## config.mk

```make
export PLATFORM = sky130hd
export DESIGN_NAME = multicycle_control
export DESIGN_NICKNAME = d
export VERILOG_FILES = /design/src/rtl/multicycle_control.sv
export SDC_FILE = /design/constraint.sdc
export NUM_CORES = 1
export LEC_CHECK = 0
export CAP_MARGIN = 10
export CELL_PAD_IN_SITES_DETAIL_PLACEMENT = 0
export CELL_PAD_IN_SITES_GLOBAL_PLACEMENT = 2
export CORE_AREA = 8 8 81 83
export DETAILED_ROUTE_END_ITERATION = 8
export DIE_AREA = 0 0 89 91
export PLACE_DENSITY = 0.76
export SLEW_MARGIN = 10
export SYNTH_ARGS = -nofsm -noshare
export SYNTH_HDL_FRONTEND = slang
export SYNTH_SLANG_ARGS = --single-unit
```

## constraint.sdc

```tcl
create_clock -name CLK -period 2.8 [get_ports CLK]
set_clock_uncertainty 0.2 [all_clocks]
set_input_delay 0.42 -clock CLK [delete_from_list [all_inputs] [get_ports CLK]]
set_output_delay 0.42 -clock CLK [all_outputs]
set_load 0.005 [all_outputs]
```

## src/rtl/multicycle_control.sv

```systemverilog
// Multi-cycle control sequencer: walks each instruction through FETCH/DECODE/EXEC/MEM/WB,
// driving register-file addresses, PC/IR/ALU controls and a req/ready memory handshake.
module multicycle_control #(
    parameter int unsigned MEM_TIMEOUT = 16
) (
    input  logic        CLK,
    input  logic        RST_N,
    input  logic [15:0] instr,
    input  logic        zero,
    input  logic        mem_ready,
    output logic        mem_req,
    output logic        mem_we,
    output logic        IorD,
    output logic        IRWrite,
    output logic        PCWrite,
    output logic [1:0]  PCSrc,
    output logic [1:0]  ALUSrcB,
    output logic [3:0]  ALUOp,
    output logic [2:0]  input_reg_readA_address,
    output logic [2:0]  input_reg_readB_address,
    output logic        input_reg_write,
    output logic [2:0]  input_reg_write_address,
    output logic        memToReg,
    output logic        fault
);

    localparam int unsigned TW = $clog2(MEM_TIMEOUT + 1);
    localparam logic [TW-1:0] TMO_LIMIT = TW'(MEM_TIMEOUT);
    localparam logic [TW-1:0] TMO_LAST  = TW'(MEM_TIMEOUT - 1);

    localparam logic [2:0] OP_3R  = 3'd0;
    localparam logic [2:0] OP_2RI = 3'd1;
    localparam logic [2:0] OP_RI  = 3'd2;
    localparam logic [2:0] OP_L   = 3'd3;
    localparam logic [2:0] OP_UJ  = 3'd4;
    localparam logic [2:0] OP_LW  = 3'd5;
    localparam logic [2:0] OP_SW  = 3'd6;
    localparam logic [2:0] OP_BEQ = 3'd7;

    typedef enum logic [2:0] {
        S_FETCH  = 3'd0,
        S_DECODE = 3'd1,
        S_EXEC   = 3'd2,
        S_MEM    = 3'd3,
        S_WB     = 3'd4
    } state_t;

    state_t         state_q, state_d;
    logic           active_q, fault_q, fault_d;
    logic [TW-1:0]  tmo_q, tmo_d;
    logic [2:0]     op_q, op_d, rd_q, rd_d, ra_q, ra_d, rb_q, rb_d;
    logic [3:0]     funct_q, funct_d;

    assign fault = fault_q;

    // Next-state and control decode; outputs stay low until the first edge after reset release.
    always_comb begin
        state_d = state_q;
        tmo_d   = tmo_q;
        fault_d = fault_q;
        op_d    = op_q;
        rd_d    = rd_q;
        funct_d = funct_q;
        ra_d    = ra_q;
        rb_d    = rb_q;
        mem_req = 1'b0;
        mem_we  = 1'b0;
        IorD    = 1'b0;
        IRWrite = 1'b0;
        PCWrite = 1'b0;
        PCSrc   = 2'b00;
        ALUSrcB = 2'b00;
        ALUOp   = 4'b0000;
        input_reg_readA_address = ra_q;
        input_reg_readB_address = rb_q;
        input_reg_write         = 1'b0;
        input_reg_write_address = 3'd0;
        memToReg                = 1'b0;
        if (!active_q) begin
            state_d = S_FETCH;
            tmo_d   = '0;
        end else if (tmo_q == TMO_LIMIT) begin
            // Timed-out request: one quiet cycle with mem_req dropped, then refetch.
            state_d = S_FETCH;
            tmo_d   = '0;
        end else begin
            case (state_q)
                S_FETCH: begin
                    mem_req = 1'b1;
                    if (mem_ready) begin
                        IRWrite = 1'b1;
                        PCWrite = 1'b1;
                        tmo_d   = '0;
                        state_d = S_DECODE;
                    end else begin
                        tmo_d   = tmo_q + 1'b1;
                        fault_d = fault_q | (tmo_q == TMO_LAST);
                    end
                end
                S_DECODE: begin
                    input_reg_readA_address = instr[12:10];
                    input_reg_readB_address = instr[9:7];
                    ra_d    = instr[12:10];
                    rb_d    = instr[9:7];
                    op_d    = instr[2:0];
                    rd_d    = instr[15:13];
                    funct_d = instr[6:3];
                    state_d = S_EXEC;
                end
                S_EXEC: begin
                    case (op_q)
                        OP_3R: begin
                            ALUOp   = funct_q;
                            state_d = S_WB;
                        end
                        OP_RI: begin
                            ALUSrcB = 2'b10;
                            ALUOp   = funct_q;
                            state_d = S_WB;
                        end
                        OP_2RI, OP_L: begin
                            ALUSrcB = 2'b10;
                            state_d = S_WB;
                        end
                        OP_LW, OP_SW: begin
                            ALUSrcB = 2'b10;
                            state_d = S_MEM;
                        end
                        OP_BEQ: begin
                            ALUOp   = 4'b0001;
                            PCWrite = zero;
                            PCSrc   = 2'b01;
                            state_d = S_FETCH;
                        end
                        OP_UJ: begin
                            PCWrite = 1'b1;
                            PCSrc   = 2'b10;
                            input_reg_write         = 1'b1;
                            input_reg_write_address = rd_q;
                            state_d = S_FETCH;
                        end
                        default: state_d = S_FETCH;
                    endcase
                end
                S_MEM: begin
                    mem_req = 1'b1;
                    IorD    = 1'b1;
                    mem_we  = (op_q == OP_SW);
                    if (mem_ready) begin
                        tmo_d   = '0;
                        state_d = (op_q == OP_SW) ? S_FETCH : S_WB;
                    end else begin
                        tmo_d   = tmo_q + 1'b1;
                        fault_d = fault_q | (tmo_q == TMO_LAST);
                    end
                end
                S_WB: begin
                    input_reg_write         = 1'b1;
                    input_reg_write_address = rd_q;
                    memToReg                = (op_q == OP_LW);
                    state_d                 = S_FETCH;
                end
                default: state_d = S_FETCH;
            endcase
        end
    end

    // State, latched instruction fields, timeout counter and sticky fault.
    always_ff @(posedge CLK or negedge RST_N) begin
        if (!RST_N) begin
            state_q  <= S_FETCH;
            active_q <= 1'b0;
            tmo_q    <= '0;
            fault_q  <= 1'b0;
            op_q     <= 3'd0;
            rd_q     <= 3'd0;
            funct_q  <= 4'd0;
            ra_q     <= 3'd0;
            rb_q     <= 3'd0;
        end else begin
            state_q  <= state_d;
            active_q <= 1'b1;
            tmo_q    <= tmo_d;
            fault_q  <= fault_d;
            op_q     <= op_d;
            rd_q     <= rd_d;
            funct_q  <= funct_d;
            ra_q     <= ra_d;
            rb_q     <= rb_d;
        end
    end

endmodule

```

### Word-level counts from Yosys, hierarchy flattened

Index checks and enable logic that the tools add are counted.

| word-level totals | value |
|---|---|
| flip-flop bits (word level) | 26 |
| bits in latches | 0 |
| memory bits (writable) | 0 |
| memory bits (read-only) | 0 |
| input port bits | 20 |
| logic and storage cells | 97 |
| memories kept | 0 |

| cells by class | value |
|---|---|
| add/subtract/negate cells | 1 |
| multipliers | 0 |
| divide/modulo/power cells | 0 |
| $lt $le $gt $ge | 0 |
| eq/ne operators | 16 |
| shift operators | 0 |
| mux-type cells | 57 |
| bitwise logic cells | 3 |
| reductions and logical operators | 11 |

Operator list:

| kind | count |
|---|---|
| $mux W3 | 14 |
| $mux W1 | 21 |
| $mux W5 | 4 |
| $eq A3 B3 Y1 const B | 5 |
| $mux W2 | 7 |
| $eq A3 B2 Y1 const B | 4 |
| $mux W4 | 3 |
| $pmux W3 S4 | 1 |
| $pmux W3 S3 | 1 |
| $ne A4 B4 Y1 const B | 2 |
| $pmux W4 S2 | 1 |
| $reduce_or A2 Y1 | 4 |
| $eq A3 B1 Y1 const B | 2 |
| $logic_not A3 Y1 | 2 |
| $pmux W1 S2 | 3 |
| $pmux W3 S2 | 1 |
| $add A5 B1 Y5 const B | 1 |
| $eq A5 B4 Y1 const B | 1 |
| $eq A5 B5 Y1 const B | 1 |
| $reduce_or A5 Y1 | 1 |
| $pmux W2 S2 | 1 |
| $reduce_and A4 Y1 | 1 |
| $reduce_or A4 Y1 | 1 |
| $ne A3 B2 Y1 const B | 1 |
| 4 further kinds | 5 |

### Depth between registers and ports, before layout

Gate-level depths: netlist of the first run.

| depth | value |
|---|---|
| depth in word-level cells | 6 |
| mapped depth | 6 |
| mapped depth without buffers | 5 |

### Least setup slack after synthesis of the first run

No wires, ideal clock.

| timing | value |
|---|---|
| path kind | reg2out |
| start | register tmo_q[0] |
| end | output input_reg_readA_address[0] |
| arrival time | 1.509 ns |
| path slack | 0.671 ns |
| cell stages (with the launch flop) | 7 |
| buffers on the path | 1 |
| path through | dfrtp_1 -> inv_1 -> ha_1 -> nand4bb_2 -> nand4_4 -> buf_4 -> mux2_2 |

| between the ends | value |
|---|---|
| word-level cells in the longest chain between the ends | 3 |

Ends and longest elaborated chain:

| item | line | source |
|---|---|---|
| from (decl) | 50 | `logic [TW-1:0] tmo_q, tmo_d;` |
| from (signal assigned) | 183 | `tmo_q <= tmo_d;` |
| $eq A5 B5 Y1 | 82 | `end else if (tmo_q == TMO_LIMIT) begin` |
| $mux W3 | 82 |  |
| $mux W3 | - |  |
| to (decl) | 19 | `output logic [2:0] input_reg_readA_address,` |

No other way between the ends.

### Final worst setup path of the first run

| timing | value |
|---|---|
| start | register tmo_q[0] |
| end | output input_reg_readA_address[2] |

The elaborated chain is that of the path after synthesis.

==> results.json, run 1 <==
{
  "status": "completed",
  "syn-num-nets": 158,
  "grt_usage_pct": 10.3,
  "synthDominantCellAreaShare_pct": 46.0,
  "antenna_found_initial": 0,
  "ioPinCount": 45,
  "cts.clk_slew.worst_paths_ns": 0.08,
  "layout-drive-gt1-share_pct": 28.4,
  "arrival_ns": 2.06,
  "nFillCells": 557,
  "synthFlopType": "dfrtp_1",
  "ir_drop_mv": 0.246,
  "die_h_um": 91,
  "io_buffers": 43,
  "yosysTopAreaCell": "dfrtp_1",
  "coreArea_um2": 5340,
  "startpoint": "tmo_q[0]$_DFFE_PN0P_",
  "p_leak_nw": 0.935,
  "netlist_area_um2": 1420,
  "hold_path.class": "reg -> reg",
  "required_ns": 2.18,
  "synth.area.mux_share_pct": 12.7,
  "cts_hold_buf": 0,
  "netlist_top_cells_area": "dfrtp_1 46%, mux2_2 13%, ha_1 2.7%",
  "reg2reg_from": "tmo_q[0]$_DFFE_PN0P_",
  "rows": 27,
  "n_antenna_cell": 0,
  "crit_path_start_kind": "register",
  "hold_start": "fault$_DFFE_PN0P_",
  "end_kind": "output pin",
  "area_growth_pct": 54.2,
  "ant_nets": 0,
  "crit_fanout": 6,
  "synth-simple-area-share_pct": 21.9,
  "drt_iter0_drc": 58,
  "synth_common_cells": "26 x dfrtp_1, 16 x mux2_2, 9 x nand2_1, 9 x nor2_1",
  "gr-total-overflow": 0,
  "clock-sinks": 26,
  "stdcell_count": 266,
  "critical_path_class": "reg -> out",
  "tightest_slew_ns": 0.561,
  "grt_pass1_wl_um": 6760,
  "max_freq_mhz": 373,
  "period_needed_ns": 2.68,
  "place_inst": 251,
  "clock_path_buffers": 2,
  "holdWs_ns": 0.282,
  "layout_worst_path_cycle_share_pct": 95.7,
  "place.gp.congestion": 0.706,
  "yosysSeqAreaShare_pct": 46.0,
  "wl_per_cell_um": 14.7,
  "synth_compound_area_share_pct": 9.11,
  "synth_edf_count": 0,
  "fp.dieW_um": 89,
  "cts_buffers": 3,
  "drtPass1Iterations": 2,
  "vias": 1249,
  "ys_types": 37,
  "setup_violations": 0,
  "maxCapViolCount": 0,
  "slew_violations": 0,
  "utilization_pct": 40.9,
  "max-slew-margin-rel_pct": 62.6,
  "syn_inst": 135,
  "grt_max_degree": 27,
  "clk_latency_ns": 0.27,
  "report.final.hold_viol_count": 0,
  "rsz0062_at_grt": "no",
  "yosys_warnings": 0,
  "yosys_register_bits": 26,
  "post-route-drc-count": 0,
  "synthArstFlopShare_pct": 100,
  "syn_area_per_cell_um2": 10.5,
  "h-tree-depth": 1,
  "yosys.area_share.adder_pct": 2.65,
  "initial_core_util_pct": 26.5,
  "cts_tree": "yes",
  "synth_top_family_by_area": "simple AND/OR/NAND/NOR gates",
  "p_per_area_nw_per_um2": 509,
  "synthXorXnorAreaFrac_pct": 1.24,
  "routed_wl_um": 3910,
  "cts-root-buf": "clkbuf_8",
  "synth.most_common_cell": "dfrtp_1",
  "grt_pass1_vias": 1387,
  "dieArea_um2": 8100,
  "nNetsFinal": 219,
  "dp_hpwl_um": 2950,
  "vias_per_cell": 4.70
}
## layer usage
layer  GRT usage, %  part of all wire [%]
met5              0                     0
met2           16.5                    49
met3           4.32                   8.4
met4           2.50                  0.46
met1           12.4                    42
## flip-flops by register name, indices dropped and copies added (netlist names)
register  count
active_q      1
fault         1
funct_q       4
op_q          3
ra_q          3
rb_q          3
rd_q          3
state_q       3
tmo_q         5
## where the power goes
part           leakage (nW)  switching, mW  internal [mW]
logic                 0.592          0.170          0.223
clock network        0.0216          0.113         0.0964
registers             0.322         0.0458          0.463
total                 0.935          0.329          0.782
## path summary, 6_finish.rpt
path | depth (start not counted) | slack (ns) | end
worst max-delay path | 7 | 0.12 | input_reg_readA_address[2]
worst min-delay path | 1 | 0.28 | fault$_DFFE_PN0P_
worst max register to register | 6 | 0.63 | tmo_q[4]$_DFFE_PN0P_
worst min register to register | 1 | 0.28 | fault$_DFFE_PN0P_
max in group asynchronous | 2 | 1.83 | op_q[1]$_DFFE_PN0P_
min in group asynchronous | 2 | 0.32 | rd_q[0]$_DFFE_PN0P_
## final cells by class
cell class              count  area (um2)  share of cell area [%]
inverters                   5        18.8                   0.860
flip-flops and latches     26         651                    29.8
multi-input cells          94         777                    35.6
well taps                  72        90.1                    4.13
clock buffers               3        41.3                    1.89
repair buffers             66         604                    27.7
## logic make-up (layout without fill, tap and decap cells)
group | Yosys count | in the layout
muxes | 16 | 16
other | 2 | 2
AOI/OAI and AO/OA | 20 | 20
xor gates and xnor gates | 2 | 2
adders and majority gates | 3 | 3
and+or+nand+nor | 50 | 51
DFF | 26 | 26
buffers and inverters | 16 | 74
## worst max-delay path, stage by stage, from the launching register on
cell and delay, ns:
dfrtp_1 0.44, inv_2 0.09, ha_4 0.13, nand4bb_4 0.21, nand4_4 0.19, buf_4 0.13
mux2_2 0.33, dlygate4sd2_1 0.27
## cell usage in the layout (no fill, tap or decap), types with 2 or more instances in the layout
master / n
a21oi_1: 7
and3_1: 2
buf_4: 23
clkbuf_8: 3
clkdlybuf4s50_1: 32
conb_1: 2
dfrtp_1: 26
dlygate4sd2_1: 7
dlymetal6s2s_1: 4
ha_1: 2
inv_1: 3
inv_2: 2
mux2_2: 16
nand2_1: 8
nand3_1: 3
nand3b_1: 2
nand4_1: 2
nand4_4: 2
nor2_1: 9
nor2b_1: 2
nor3_1: 4
nor3b_1: 2
nor4_2: 2
nor4b_2: 2
o21ai_0: 4
o311ai_0: 2
o41ai_1: 2
or4_1: 2
xor2_1: 2
## metrics by stage
step	cell area [um2]	setup TNS [ns]	worst slack (ns)	power [mW]
after floorplan	1420	0	0.671	0.720
after global placement	1960	0	0.228	0.892
after detailed placement	1960	0	0.129	0.903
after CTS	2130	-0.00531	-0.00531	1.12
after global routing	2180	0	0.00453	1.19
final	2180	0	0.121	1.11
## repair_timing
item / 4_1_cts / 5_1_grt
setup buffers: 9 / 2
endpoints found under the hold margin: 0 / 0
resized for setup: 15 / 11
gates cloned: 1 / 0
pin swaps: 3 / 1
endpoints found under the setup margin: 15 / 17
Power figures use the tool's default switching activity.
==> inputs of run 2 (changes only) <==
==> config.mk (replaced) <==
export PLATFORM = sky130hd
export DESIGN_NAME = multicycle_control
export DESIGN_NICKNAME = d
export VERILOG_FILES = /design/src/rtl/multicycle_control.sv
export SDC_FILE = /design/constraint.sdc
export NUM_CORES = 1
export LEC_CHECK = 0
export CELL_PAD_IN_SITES_DETAIL_PLACEMENT = 0
export CELL_PAD_IN_SITES_GLOBAL_PLACEMENT = 2
export CORE_AREA = 2 2 75 77
export DETAILED_ROUTE_END_ITERATION = 8
export DIE_AREA = 0 0 77 79
export PLACE_DENSITY = 0.76
export SYNTH_ARGS = -nofsm -noshare
export SYNTH_HDL_FRONTEND = slang
export SYNTH_SLANG_ARGS = --single-unit
==> run 2 against run 1 <==
Compared with the run above: via count is 1.7% higher; combinational power hardly changed; critical path depth is 4 lower; cell count is 0.38% higher; die area shrank 25%; critical endpoint is now mem_req; clock power rose by 50%.
==> results.json, run 2 (same netlist as run 1, synthesis figures left out) <==
{
  "max-slew-margin-rel_pct": 55.2,
  "routed_wl_um": 3980,
  "use_met3_pct": 3.41,
  "drtPass1Iterations": 4,
  "dp_hpwl_um": 2730,
  "coreArea_um2": 5340,
  "worstHoldEndpoint": "fault$_DFFE_PN0P_",
  "crit_fanout": 11,
  "ant_nets": 0,
  "arrival_ns": 2.12,
  "slew_violations": 0,
  "end_kind": "output pin",
  "drt_iter0_drc": 75,
  "die_h_um": 79,
  "clock-sinks": 26,
  "reg2reg_slack_ns": 0.54,
  "hold_start": "fault$_DFFE_PN0P_",
  "layout_worst_path_cycle_share_pct": 97.8,
  "setup_violations": 0,
  "cts_tree": "yes",
  "tightest_slew_ns": 0.669,
  "place_ws_ns": 0.195,
  "status": "completed",
  "ioPinCount": 45,
  "grt_pass1_wl_um": 6530,
  "hold_path.class": "reg -> reg",
  "grt.met2_usage_pct": 23.7,
  "reg2reg_from": "tmo_q[0]$_DFFE_PN0P_",
  "ir_drop_mv": 0.299,
  "grt_max_degree": 27,
  "regArea_um2": 652,
  "regMostFlops": "tmo_q",
  "cts_buffers": 3,
  "largest_reg_flops": 5,
  "p_per_area_nw_per_um2": 551,
  "p_total_mw": 1.23,
  "place.gp.congestion": 0.711,
  "hold_depth": 1,
  "vias_per_cell": 4.76,
  "fp.dieW_um": 77,
  "required_ns": 2.18,
  "grt_pass1_vias": 1332,
  "fin_ws_ns": 0.0629,
  "nNetsFinal": 219,
  "cts.clk_slew.worst_paths_ns": 0.10,
  "final_common_cell": "clkdlybuf4s50_1",
  "holdWs_ns": 0.291,
  "cts-root-buf": "clkbuf_8",
  "clk_latency_ns": 0.27,
  "report.final.hold_viol_count": 0,
  "grt.busiest_layer": "met2",
  "nFillCells": 545,
  "io_buffers": 43,
  "dieArea_um2": 6080,
  "critical_path_class": "reg -> out",
  "grtUsageMet1_pct": 16.2,
  "crit_path_start_kind": "register",
  "initial_core_util_pct": 26.5,
  "wl_per_cell_um": 14.9,
  "period_needed_ns": 2.74,
  "area_growth_pct": 57.7,
  "antenna_found_initial": 0,
  "multi_input_area_um2": 774,
  "grt_usage_pct": 13.3,
  "h-tree-depth": 1,
  "p_leak_nw": 0.995,
  "clock_path_buffers": 2,
  "gr-total-overflow": 0,
  "layout-drive-gt1-share_pct": 29.7,
  "maxCapViolCount": 0,
  "vias": 1270,
  "mostFrequentLayoutCells": "34 x clkdlybuf4s50_1, 25 x dfrtp_1, 23 x buf_4",
  "top_regs": "tmo_q (5), funct_q (4)",
  "max_freq_mhz": 365,
  "rows": 27,
  "r2r_cells": 10,
  "post-route-drc-count": 0,
  "n_antenna_cell": 0,
  "r2r-end": "op_q[1]$_DFFE_PN0P_",
  "rsz0062_at_grt": "yes"
}
-- run 2: changes by cell type in the layout (fill, tap and decap cells not counted), sizes merged --
cell           change
dlygate4sd2        -7
dlymetal6s2s       +5
clkdlybuf4s50      +2
bufinv             +1
-- run 2: area by class of cell --
| class | count | share of cell area (%) |
|---|---|---|
| timing repair buffer | 66 | 28.0 |
| clock buffer | 3 | 1.85 |
| multi-input combinational | 94 | 34.7 |
| tap | 72 | 4.04 |
| clock inverter | 1 | 1.35 |
| sequential | 26 | 29.2 |
| inverter | 5 | 0.841 |
-- run 2: what timing repair did --
item | 4_1_cts | 5_1_grt
buffers inserted | 6 | 7
cloned | 1 | 0
endpoints found under the setup margin | 15 | 20
resized for setup | 2 | 23
pin swaps | 2 | 2
hold buffers | 0 | 0
-- run 2: layer usage --
metal  vias up  wire, um
met5         -         0
met4         0        13
met3         2       205
met2        33      2010
met1       624      1750
li1        611         -
-- run 2: through the flow --
step	utilization (%)	setup TNS [ns]	instances	instance area, um2
detailed placement	36.5	0	249	1950
finish	41.8	0	267	2230
global route	41.8	-0.0492	267	2230
global placement	36.5	0	249	1950
CTS	39.2	0	260	2090
floorplan	-	0	135	1420
-- run 2: where the power goes --
part	leakage (nW)	switching, mW	internal, mW
registers	0.321	0.0561	0.464
clock network	0.0357	0.123	0.191
logic	0.638	0.166	0.229
total	0.995	0.344	0.885
-- run 2: how the worst max path moves through the flow --
stage                           startpoint                         end  cells after the start
floorplan             tmo_q[0]$_DFFE_PN0P_  input_reg_readA_address[0]                      6
global placement      tmo_q[0]$_DFFE_PN0P_  input_reg_readB_address[1]                      6
detailed placement    tmo_q[0]$_DFFE_PN0P_  input_reg_readA_address[2]                      6
CTS                 state_q[2]$_DFFE_PN0P_  input_reg_readB_address[0]                      5
global route        state_q[0]$_DFFE_PN0P_                     mem_req                      3
finish              state_q[0]$_DFFE_PN0P_                     mem_req                      3
-- run 2: critical path, cell delays in order (launching register included) --
cell and delay, ns:
dfrtp_1 0.62, xor2_1 0.60, nor3_1 0.14, clkdlybuf4s50_1 0.48
==> inputs of run 3 (changes only) <==
--- a/config.mk
+++ b/config.mk
@@ -11,6 +11,7 @@
 export DETAILED_ROUTE_END_ITERATION = 8
 export DIE_AREA = 0 0 77 79
 export PLACE_DENSITY = 0.76
+export SKIP_CTS_REPAIR_TIMING = 1
 export SYNTH_ARGS = -nofsm -noshare
 export SYNTH_HDL_FRONTEND = slang
 export SYNTH_SLANG_ARGS = --single-unit
==> run 3 against run 2 <==
Compared with the run above: setup slack improved by 0.045 ns; total power fell by 1.1%; cell area fell by 0.84%; critical path depth rose by 3; critical path type unchanged; sequential power barely moved; maximum frequency rose by 1.7%; largest cell class unchanged; via count rose by 0.55%; wire length fell by 2.3%; combinational power fell by 4%; global-route usage fell by 0.81 points; critical endpoint is now memToReg.
==> results.json, run 3 (same netlist as run 1, synthesis figures left out) <==
{
  "status": "completed",
  "crit_fanout": 8,
  "ioPinCount": 45,
  "cts.clk_slew.worst_paths_ns": 0.09,
  "stdcell_count": 265,
  "regMostFlops": "tmo_q",
  "drtPass1Iterations": 4,
  "largest_reg_flops": 5,
  "critPathMaxStageDelay_ns": 0.57,
  "period_needed_ns": 2.69,
  "grt_pass1_wl_um": 6140,
  "clock-sinks": 26,
  "gr-total-overflow": 0,
  "top_regs": "tmo_q (5), funct_q (4)",
  "p_per_area_nw_per_um2": 550,
  "maxCapViolCount": 0,
  "layout_worst_path_cycle_share_pct": 96.1,
  "pwr-share-clk_pct": 25.8,
  "layout-drive-gt1-share_pct": 29.5,
  "coreArea_um2": 5340,
  "cts_tree": "yes",
  "setup_violations": 0,
  "sw_frac_of_total_pct": 27.9,
  "dieArea_um2": 6080,
  "clk_latency_ns": 0.27,
  "clock_path_buffers": 2,
  "n_antenna_cell": 0,
  "slowest_stage": "clkdlybuf4s50_1",
  "cts-root-buf": "clkbuf_8",
  "nFillCells": 542,
  "routed_wl_um": 3890,
  "switchingPower_mw": 0.340,
  "drt_iter0_drc": 82,
  "critical_path_class": "reg -> out",
  "grt_pass1_vias": 1268,
  "report.final.hold_viol_count": 0,
  "cts_buffers": 3,
  "fin_ws_ns": 0.108,
  "path_delay_family": "buffers and inverters",
  "io_buffers": 43,
  "post-route-drc-count": 0,
  "crit_path_start_kind": "register",
  "combinationalPowerShare_pct": 31.3,
  "h-tree-depth": 1,
  "antenna_found_initial": 0,
  "multi_input_area_um2": 762,
  "wl_per_cell_um": 14.7,
  "final_common_cell": "clkdlybuf4s50_1",
  "arrival_ns": 2.07,
  "rows": 27,
  "grt_usage_pct": 12.5,
  "power_frac_seq_pct": 42.9,
  "area_growth_pct": 56.4,
  "p_leak_nw": 1.01,
  "dp_hpwl_um": 2730,
  "fp.dieW_um": 77,
  "grt_max_degree": 27,
  "mostFrequentLayoutCells": "31 x clkdlybuf4s50_1, 24 x dfrtp_1, 21 x buf_4",
  "max_freq_mhz": 372,
  "crit_chain": "inv_1, ha_2, nand4bb_4, nand2_2, nor4_2, clkdlybuf4s50_1",
  "ant_nets": 0,
  "ir_drop_mv": 0.298,
  "regArea_um2": 653,
  "vias_per_cell": 4.82,
  "end_kind": "output pin",
  "place.gp.congestion": 0.711,
  "initial_core_util_pct": 26.5,
  "hold_path.class": "reg -> reg",
  "cp_num_buf_inv": 2,
  "nNetsFinal": 217,
  "holdWs_ns": 0.290,
  "p_int_mw": 0.877,
  "slew_violations": 0,
  "finalSetupTns_ns": 0,
  "p_total_mw": 1.22,
  "place_inst": 249,
  "vias": 1277,
  "die_h_um": 79,
  "required_ns": 2.18,
  "place_ws_ns": 0.195
}
[run 3: changes by cell type in the layout (fill, tap and decap cells not counted)]
cell             delta
clkdlybuf4s50_1     -3
dlymetal6s2s_1      +3
mux2_4              -1
dfrtp_1             -1
nand4_4             -1
buf_4               -2
nor2_1              +1
xor2_2              +1
nand4_2             +1
dfrtp_2             +1
mux2_2              +1
nor2_4              -1
xor2_1              -1
[run 3: layer usage]
layer / part of all wire (%) / up-vias / GRT usage (%)
met5: 0 / - / 0
met4: 0.33 / 0 / 2.68
met1: 45 / 621 / 15.3
met3: 5.1 / 2 / 3.30
li1: - / 609 / -
met2: 50 / 45 / 22.2
[run 3: power by group through the flow]
stage / sequential (mW) / clock (mW) / combinational [mW]
2_1_floorplan: 0.495 / 0 / 0.225
3_3_place_gp: 0.520 / 0 / 0.361
3_5_place_dp: 0.525 / 0 / 0.368
4_1_cts: 0.517 / 0.324 / 0.370
5_1_grt: 0.533 / 0.339 / 0.423
6_report: 0.521 / 0.314 / 0.381
[run 3: metrics by stage]
step,instance area (um2),utilization [%]
after CTS,2020,37.8
after detailed placement,1950,36.5
final,2210,41.5
after global placement,1950,36.5
after global routing,2210,41.5
after floorplan,1420,-
[run 3: final timing paths]
kind	slack (ns)	depth (start not counted)	end	start
worst max-delay path	0.11	6	memToReg	tmo_q[0]$_DFFE_PN0P_
worst min-delay path	0.29	1	fault$_DFFE_PN0P_	fault$_DFFE_PN0P_
worst max register to register	0.65	8	op_q[1]$_DFFE_PN0P_	tmo_q[0]$_DFFE_PN0P_
worst min register to register	0.29	1	fault$_DFFE_PN0P_	fault$_DFFE_PN0P_
max in group asynchronous	1.81	2	tmo_q[0]$_DFFE_PN0P_	RST_N
min in group asynchronous	0.31	2	rd_q[2]$_DFFE_PN0P_	RST_N
[run 3: area by class of cell]
cell class | instances | share of cell area, %
multi-input combinational | 94 | 34.4
tap | 72 | 4.07
clock inverter | 1 | 1.36
clock buffer | 3 | 1.87
inverter | 5 | 0.848
sequential | 26 | 29.5
timing repair buffer | 64 | 27.9
